===== src/rtl/enigma_msg_ctrl.sv =====
// enigma_msg_ctrl
//   Message sequencer for an Enigma-style cipher core. It takes the rotor start
//   positions, accepts one plaintext letter at a time, steps the rotors, hands
//   the letter to the core and returns the enciphered letter. Exactly one letter
//   is in flight at any time.
//
//   Build option: define ENIGMA_DOUBLE_STEP_EN to enable the middle-rotor
//   double-step anomaly. When it is undefined, the rotors step as a plain
//   odometer.
//
// Ports
//   clk_i, rst_i               : clock; synchronous active-high reset
//   cfg_valid_i/cfg_ready_o    : key setup handshake; cfg_pos_i = {r3,r2,r1}
//   sym_valid_i/sym_ready_o    : plaintext handshake; sym_i letter, sym_last_i
//   core_valid_o/core_symb_o   : one-cycle strobe and letter sent to the core
//   core_symb_i                : core result, valid CORE_LAT cycles after strobe
//   r1/r2/r3_pos_o             : rotor positions driven to the core
//   out_valid_o/out_ready_i    : ciphertext handshake; out_symb_o, out_last_o
//   busy_o, err_o, msg_cnt_o   : status, one-cycle error pulse, letter count
//
// States
//   IDLE | waiting for key setup
//   RUN  | ready for the next plaintext letter
//   WAIT | letter is in the core; counting down the core latency
//   OUT  | result is presented on the output handshake
module enigma_msg_ctrl #(
  parameter int CORE_LAT = 1,
  parameter int CNT_W    = 16
) (
  input  logic             clk_i,
  input  logic             rst_i,
  input  logic             cfg_valid_i,
  output logic             cfg_ready_o,
  input  logic [14:0]      cfg_pos_i,
  input  logic             sym_valid_i,
  output logic             sym_ready_o,
  input  logic             sym_last_i,
  input  logic [6:0]       sym_i,
  output logic             core_valid_o,
  output logic [6:0]       core_symb_o,
  input  logic [6:0]       core_symb_i,
  output logic [4:0]       r1_pos_o,
  output logic [4:0]       r2_pos_o,
  output logic [4:0]       r3_pos_o,
  output logic             out_valid_o,
  input  logic             out_ready_i,
  output logic [6:0]       out_symb_o,
  output logic             out_last_o,
  output logic             busy_o,
  output logic             err_o,
  output logic [CNT_W-1:0] msg_cnt_o
);

  localparam int LAT_W = 3;

  typedef enum logic [1:0] {ST_IDLE, ST_RUN, ST_WAIT, ST_OUT} state_t;

  state_t             state_q, state_d;
  logic [4:0]         r1_q, r1_d, r2_q, r2_d, r3_q, r3_d;
  logic [6:0]         core_symb_q, core_symb_d;
  logic               core_valid_q, core_valid_d;
  logic [6:0]         out_symb_q, out_symb_d;
  logic               out_last_q, out_last_d;
  logic               bypass_q, bypass_d;
  logic [LAT_W-1:0]   lat_q, lat_d;
  logic [CNT_W-1:0]   msg_cnt_q, msg_cnt_d;
  logic               err_q, err_d;
  logic               cfg_ready_q, cfg_ready_d;
  logic               sym_ready_q, sym_ready_d;
  logic               out_valid_q, out_valid_d;
  logic               busy_q, busy_d;

  logic r1_wrap, r2_step, r2_wrap, r3_step, dbl_step;
  logic sym_ok;

  function automatic logic pos_bad(input logic [4:0] p);
    return (p == 5'd0) || (p > 5'd26);
  endfunction

  function automatic logic [4:0] pos_inc(input logic [4:0] p);
    return (p == 5'd26) ? 5'd1 : p + 5'd1;
  endfunction

  // Step decisions are taken on the pre-step positions.
  always_comb begin
`ifdef ENIGMA_DOUBLE_STEP_EN
    dbl_step = (r2_q == 5'd25);
`else
    dbl_step = 1'b0;
`endif
    r1_wrap = (r1_q == 5'd26);
    r2_step = r1_wrap | dbl_step;
    r2_wrap = r2_step & (r2_q == 5'd26);
    r3_step = r2_wrap | dbl_step;
  end

  assign sym_ok = (sym_i != 7'd0) && (sym_i <= 7'd26);

  always_comb begin
    state_d      = state_q;
    r1_d         = r1_q;
    r2_d         = r2_q;
    r3_d         = r3_q;
    core_symb_d  = core_symb_q;
    core_valid_d = 1'b0;
    out_symb_d   = out_symb_q;
    out_last_d   = out_last_q;
    bypass_d     = bypass_q;
    lat_d        = lat_q;
    msg_cnt_d    = msg_cnt_q;
    err_d        = 1'b0;

    case (state_q)
      ST_IDLE: begin
        if (cfg_valid_i) begin
          r1_d      = pos_bad(cfg_pos_i[4:0])   ? 5'd1 : cfg_pos_i[4:0];
          r2_d      = pos_bad(cfg_pos_i[9:5])   ? 5'd1 : cfg_pos_i[9:5];
          r3_d      = pos_bad(cfg_pos_i[14:10]) ? 5'd1 : cfg_pos_i[14:10];
          err_d     = pos_bad(cfg_pos_i[4:0]) | pos_bad(cfg_pos_i[9:5]) |
                      pos_bad(cfg_pos_i[14:10]);
          msg_cnt_d = '0;
          state_d   = ST_RUN;
        end
      end
      ST_RUN: begin
        if (sym_valid_i) begin
          out_last_d = sym_last_i;
          if (sym_ok) begin
            core_symb_d  = sym_i;
            core_valid_d = 1'b1;
            r1_d         = pos_inc(r1_q);
            r2_d         = r2_step ? pos_inc(r2_q) : r2_q;
            r3_d         = r3_step ? pos_inc(r3_q) : r3_q;
            bypass_d     = 1'b0;
            lat_d        = LAT_W'(CORE_LAT);
            state_d      = ST_WAIT;
          end else begin
            // Not a letter: echo it straight out, leave rotors and count alone.
            out_symb_d = sym_i;
            bypass_d   = 1'b1;
            err_d      = 1'b1;
            state_d    = ST_OUT;
          end
        end
      end
      ST_WAIT: begin
        if (lat_q == '0) begin
          out_symb_d = core_symb_i;
          state_d    = ST_OUT;
        end else begin
          lat_d = lat_q - LAT_W'(1);
        end
      end
      ST_OUT: begin
        if (out_ready_i) begin
          if (!bypass_q && (msg_cnt_q != '1)) msg_cnt_d = msg_cnt_q + CNT_W'(1);
          state_d = out_last_q ? ST_IDLE : ST_RUN;
        end
      end
      default: state_d = ST_IDLE;
    endcase

    cfg_ready_d = (state_d == ST_IDLE);
    sym_ready_d = (state_d == ST_RUN);
    out_valid_d = (state_d == ST_OUT);
    busy_d      = (state_d != ST_IDLE);
  end

  always_ff @(posedge clk_i) begin
    if (rst_i) begin
      state_q      <= ST_IDLE;
      r1_q         <= 5'd1;
      r2_q         <= 5'd1;
      r3_q         <= 5'd1;
      core_symb_q  <= '0;
      core_valid_q <= 1'b0;
      out_symb_q   <= '0;
      out_last_q   <= 1'b0;
      bypass_q     <= 1'b0;
      lat_q        <= '0;
      msg_cnt_q    <= '0;
      err_q        <= 1'b0;
      cfg_ready_q  <= 1'b1;
      sym_ready_q  <= 1'b0;
      out_valid_q  <= 1'b0;
      busy_q       <= 1'b0;
    end else begin
      state_q      <= state_d;
      r1_q         <= r1_d;
      r2_q         <= r2_d;
      r3_q         <= r3_d;
      core_symb_q  <= core_symb_d;
      core_valid_q <= core_valid_d;
      out_symb_q   <= out_symb_d;
      out_last_q   <= out_last_d;
      bypass_q     <= bypass_d;
      lat_q        <= lat_d;
      msg_cnt_q    <= msg_cnt_d;
      err_q        <= err_d;
      cfg_ready_q  <= cfg_ready_d;
      sym_ready_q  <= sym_ready_d;
      out_valid_q  <= out_valid_d;
      busy_q       <= busy_d;
    end
  end

  assign cfg_ready_o  = cfg_ready_q;
  assign sym_ready_o  = sym_ready_q;
  assign core_valid_o = core_valid_q;
  assign core_symb_o  = core_symb_q;
  assign r1_pos_o     = r1_q;
  assign r2_pos_o     = r2_q;
  assign r3_pos_o     = r3_q;
  assign out_valid_o  = out_valid_q;
  assign out_symb_o   = out_symb_q;
  assign out_last_o   = out_last_q;
  assign busy_o       = busy_q;
  assign err_o        = err_q;
  assign msg_cnt_o    = msg_cnt_q;

endmodule


===== config.mk =====
export PLATFORM = sky130hd
export DESIGN_NAME = enigma_msg_ctrl
export DESIGN_NICKNAME = d
export VERILOG_FILES = /design/src/rtl/enigma_msg_ctrl.sv
export SDC_FILE = /design/constraint.sdc
export NUM_CORES = 1
export LEC_CHECK = 0
export CAP_MARGIN = 20
export CORE_ASPECT_RATIO = 0.9
export CORE_MARGIN = 1.5
export CORE_UTILIZATION = 30
export DETAILED_ROUTE_END_ITERATION = 6
export PLACE_DENSITY = 0.54
export SLEW_MARGIN = 10
export SYNTH_ARGS = -nofsm -noshare
export SYNTH_HDL_FRONTEND = slang
export SYNTH_SLANG_ARGS = --single-unit

===== constraint.sdc =====
create_clock -name clk_i -period 2.8 [get_ports clk_i]
set_input_delay 0.7 -clock clk_i [delete_from_list [all_inputs] [get_ports clk_i]]
set_output_delay 0.7 -clock clk_i [all_outputs]
set_load 0.01 [all_outputs]

* After elaboration in Yosys (flattened, before gate mapping)
Cells that the tools add are included.
** Storage, ports and cells
- Flip-flop bits (word level) :: 58
- Input bits :: 35
- Output and inout port bits :: 52
- Word-level logic and storage cells :: 119
** Operators by class
- $add $sub $neg :: 5
- $lt $le $gt $ge :: 4
- Equal/unequal tests :: 19
- Mux-type cells :: 44
- Bitwise logic cells :: 5
- Reduce and logical (&&, ||, !) cells :: 26
** Operators with widths (number)
- $mux 5 :: 17
- $mux 16 :: 3
- $pmux 16 s2 :: 1
- $pmux 5 s2 :: 3
- $mux 7 :: 3
- $ne 2x2->1 const B :: 10
- $add 16x1->16 const B :: 1
- $ne 16x16->1 const B :: 1
- $reduce_and 4->1 :: 4
- $add 5x1->5 const B :: 3
- $eq 5x5->1 const B :: 3
- $gt 5x5->1 const B :: 3
- $logic_not 5->1 :: 3
- $pmux 7 s2 :: 1
- $reduce_and 5->1 :: 2
- $mux 3 :: 3
- $mux 2 :: 4
- $pmux 2 s4 :: 1
- $reduce_bool 2->1 :: 4
- $le 7x5->1 const B :: 1
- $reduce_bool 7->1 :: 1
- $eq 2x2->1 const B :: 3
- $mux 1 :: 6
- $pmux 3 s2 :: 1
- other kinds (14) :: 21

* Depth between registers and ports, before layout
- Depth after elaboration :: 6
- Mapped depth :: 8
- Gate-level depth less buffers :: 7

* Worst setup path after synthesis
Ideal clock, no wire load.
- Path type :: input to register
- From :: input port sym_i[0]
- To :: register out_symb_q[3] (netlist: out_symb_o[3])
- Setup time :: 79 ps
- Data arrival time :: 1954 ps
- Data required time :: 2721 ps
- Setup slack :: 767 ps
- Stages on the path :: 6
- Path buffers :: 1
- Cells stage by stage :: or3_4 > o221a_4 > a22oi_4 > buf_6 > nor2_1 > a211oi_2
** Between the ends
- Longest elaborated chain between the ends :: 4
- Elaborated cells between the ends (all ways) :: 5
- Classes of those cells :: 1 x order compare; 1 x eq/ne; 3 x reduce/logical
** RTL lines
- from (decl) :: line 38 : input logic [6:0] sym_i,
- $le 7x5->1 or $reduce_bool 7->1 (tied branches) :: line 97 : assign sym_ok = (sym_i != 7'd0) && (sym_i <= 7'd26);
- $logic_and 1x1->1 (*) :: line 97
- $ne 2x2->1 (no source line) (*)
- $reduce_and 4->1 (no source line) (*)
- to (signal assigned) :: line 194 : out_symb_q <= out_symb_d;
- to (decl) :: line 62 : logic [6:0] out_symb_q, out_symb_d;
Mark *: on every way between the ends. The rest lies on a longest branch, timed or not.
A chain may end at the register's enable or synchronous reset.

* Worst setup path after layout
- From :: input port sym_i[0]
- To :: register out_symb_q[0] (netlist: out_symb_o[0])
** Between the ends
- Longest elaborated chain between the ends :: 4
- Elaborated cells between the ends (all ways) :: 8
- Classes of those cells :: 1 x order compare; 1 x eq/ne; 3 x mux; 3 x reduce/logical
** RTL lines (line)
- $le 7x5->1 or $reduce_bool 7->1 (tied branches) :: 97
- $logic_and 1x1->1 :: 97
- $ne 2x2->1 (no source line)
- $reduce_and 4->1 (no source line)
Several ways; a longest one is shown, not always the timed one. The select of a mux whose other input is x is not followed.

==> impl_metrics.csv <==
group,metric,value,unit
cells_and_area,syn_to_final_growth,43.0,%
global_route,grt_pass1_wl,13900,um
cells_and_area,insertedDiodeCount,0,
synthesis,synth-seq-cells,58,
critical_path,crit_required,3040,ps
synthesis,synth_area_per_cell,8.55,sq um
clock_tree,clockBufferDepth,2,
clock_tree,clk_latency,330,ps
timing,layout_setup_ws,455,ps
placed_design,dp.cells,560,
pwr,total_power,2.53,mW
floorplan,fp.dieW,109,um
synthesis,synth_nets,400,
run_status,outcome,"completed",
critical_path,worstSetupStartpointType,"input pin",
clock_tree,postCtsSetupRepairBufs,0,
floorplan,fp-row-count,34,
cells_and_area,utilization,44.5,%
floorplan,initial_utilization,31.1,%
detailed_routing,ant_nets,0,
synthesis,syn_inst,356,
detailed_routing,wl_per_cell,14.5,um
floorplan,core_area,9780,sq um
cells_and_area,final_common_cell,"clkdlybuf4s50_1",
synthesis,ys.flop_type,"dfxtp_1",
pwr,ir_drop,0.274,mV
placed_design,io_buffers,86,
cells_and_area,fin_cells,575,
clock_tree,h-tree-depth,3,
timing,maxSlewViolCount,0,
cells_and_area,layout_common_cells,"clkdlybuf4s50_1 (86), dfxtp_1 (58), nor2_1 (44)",
timing,tns,0,ps
synthesis,synth_edf_count,0,
clock_tree,cts_inserted_buffers,9,
timing,worst_pin_slew,587,ps
pwr,p_leak,1.57,nW
detailed_routing,routed_via_density,5.08,
floorplan,floorplan.die_area,10800,sq um
critical_path,ff2ff_path_depth,5,
min_path,hp-class,"reg2reg",
placed_design,preCtsSetupSlack,111,ps
global_route,grt_pass1_vias,2760,
detailed_routing,drt_wl_total,8320,um
cells_and_area,stdcell_area,4350,sq um
global_route,grt_max_degree,24,
detailed_routing,drc,0,
placed_design,place_congestion,0.895,
floorplan,die-height,98.5,um
timing,hold_viol,0,
min_path,min_path_cells,1,
placed_design,postPlaceCellArea,4060,sq um
cells_and_area,layout.nets,489,
timing,hold_slack,452,ps
flow_run,maxCapViolations,0,
global_route,grt_usage,16.5,%
timing,setup_violations,0,
critical_path,worst-r2r-setup-slack,560,ps
timing,worst_clock_skew,6.20,ps
clock_tree,path_clk_slew,50,ps
synthesis,synth_cell_type_count,54,
timing,rsz0062_at_grt,"no",
cells_and_area,nFillCells,985,
cells_and_area,drive_above_1_share,8.24,%
critical_path,end_kind,"flop",
timing,slew_headroom,60.9,%
critical_path,arrival,2590,ps
synthesis,ys_seq_area_share,38.2,%
clock_tree,clock-sinks,58,
critical_path,critPathMaxFanout,14,
synthesis,async_flop_share,0,%
clock_tree,cts_resized,0,
placed_design,dp_hpwl,6180,um
timing,period_share,83.7,%
clock_tree,cts-root-buf,"clkbuf_16",
detailed_routing,dr.pass1.iters,4,
floorplan,top_level_ports,87,
global_route,antenna_found_initial,0,
synthesis,syn_area,3040,sq um
clock_tree,cts_hold_buf,0,
detailed_routing,vias,2920,
detailed_routing,drt_iter0_drc,100,
timing,max_freq,0.426,GHz
global_route,overflow,0,
timing,min_period,2340,ps
clock_tree,cts_tree,"done",
critical_path,worstSetupPathType,"in2reg",
pwr,powerDensity,582,nW/um^2
synthesis,synth_warnings,0,
-- power by group --
| group | switching [mW] | internal, mW |
|---|---|---|
| clock | 0.384 | 0.703 |
| combinational | 0.246 | 0.251 |
| sequential | 0.0656 | 0.883 |
-- synth_stat cells (all sizes together), types with 12 or more instances --
master	number	area (sq um)
nor2	45	171
a211oi	12	105
nand3	13	65.1
dfxtp	58	1160
nand2	23	86.3
o21ai	24	120
mux2i	15	150
inv	12	45.0
a21oi	20	100
-- cell families (layout without fill, tap and decap cells) --
family                   after synthesis  after routing  synth area share (%)
AO/OA/AOI/OAI                         91             91                  21.0
flip-flops                            58             58                  38.2
adder cells (fa/ha/maj)                9              9                  3.70
XOR/XNOR                              19             19                  5.47
AND/OR/NAND/NOR                      136            136                  22.6
buffers and inverters                 27            120                  3.78
multiplexers                          16             16                  5.30
-- cell type report --
type	count	area, sq um	share of cell area (%)
Multi-Input combinational cell	271	1770	40.6
Timing Repair Buffer	93	926	21.3
Inverter	12	45.0	1.04
Sequential cell	58	1160	26.7
Tap cell	126	158	3.62
Clock inverter	5	55.1	1.27
Clock buffer	10	239	5.49
-- routing by layer --
layer	up-vias	share of wire, %	global-route usage, %
met1	1349	48	22.8
met5	-	0	0
met2	88	44	24.5
li1	1478	-	-
met4	0	0.79	4.76
met3	5	7.2	5.36
-- path summary, 6_finish.rpt --
check | start | to
worst min-delay path | core_symb_o[6] | core_symb_o[6]
worst min register to register | core_symb_o[6] | core_symb_o[6]
worst max register to register | state_q[0] | out_symb_o[0]
worst max-delay path | sym_i[0] | out_symb_o[0]
-- state kept, by name (all words and copies together), names as in the netlist --
register      cells
bypass_q          1
out_last_o        1
r1_pos_o          5
lat_q             3
err_o             1
r3_pos_o          5
cfg_ready_o       1
core_valid_o      1
busy_o            1
out_valid_o       1
r2_pos_o          5
msg_cnt_o        16
state_q           2
sym_ready_o       1
out_symb_o        7
core_symb_o       7
-- worst max-delay path, cell delays in order --
cell and delay [ps]:
clkdlybuf4s50_1 460, or3_4 420, o221a_4 290, a22oi_4 420, nor2_1 80, a211oi_1 220
(Power assumes the default switching activity.)
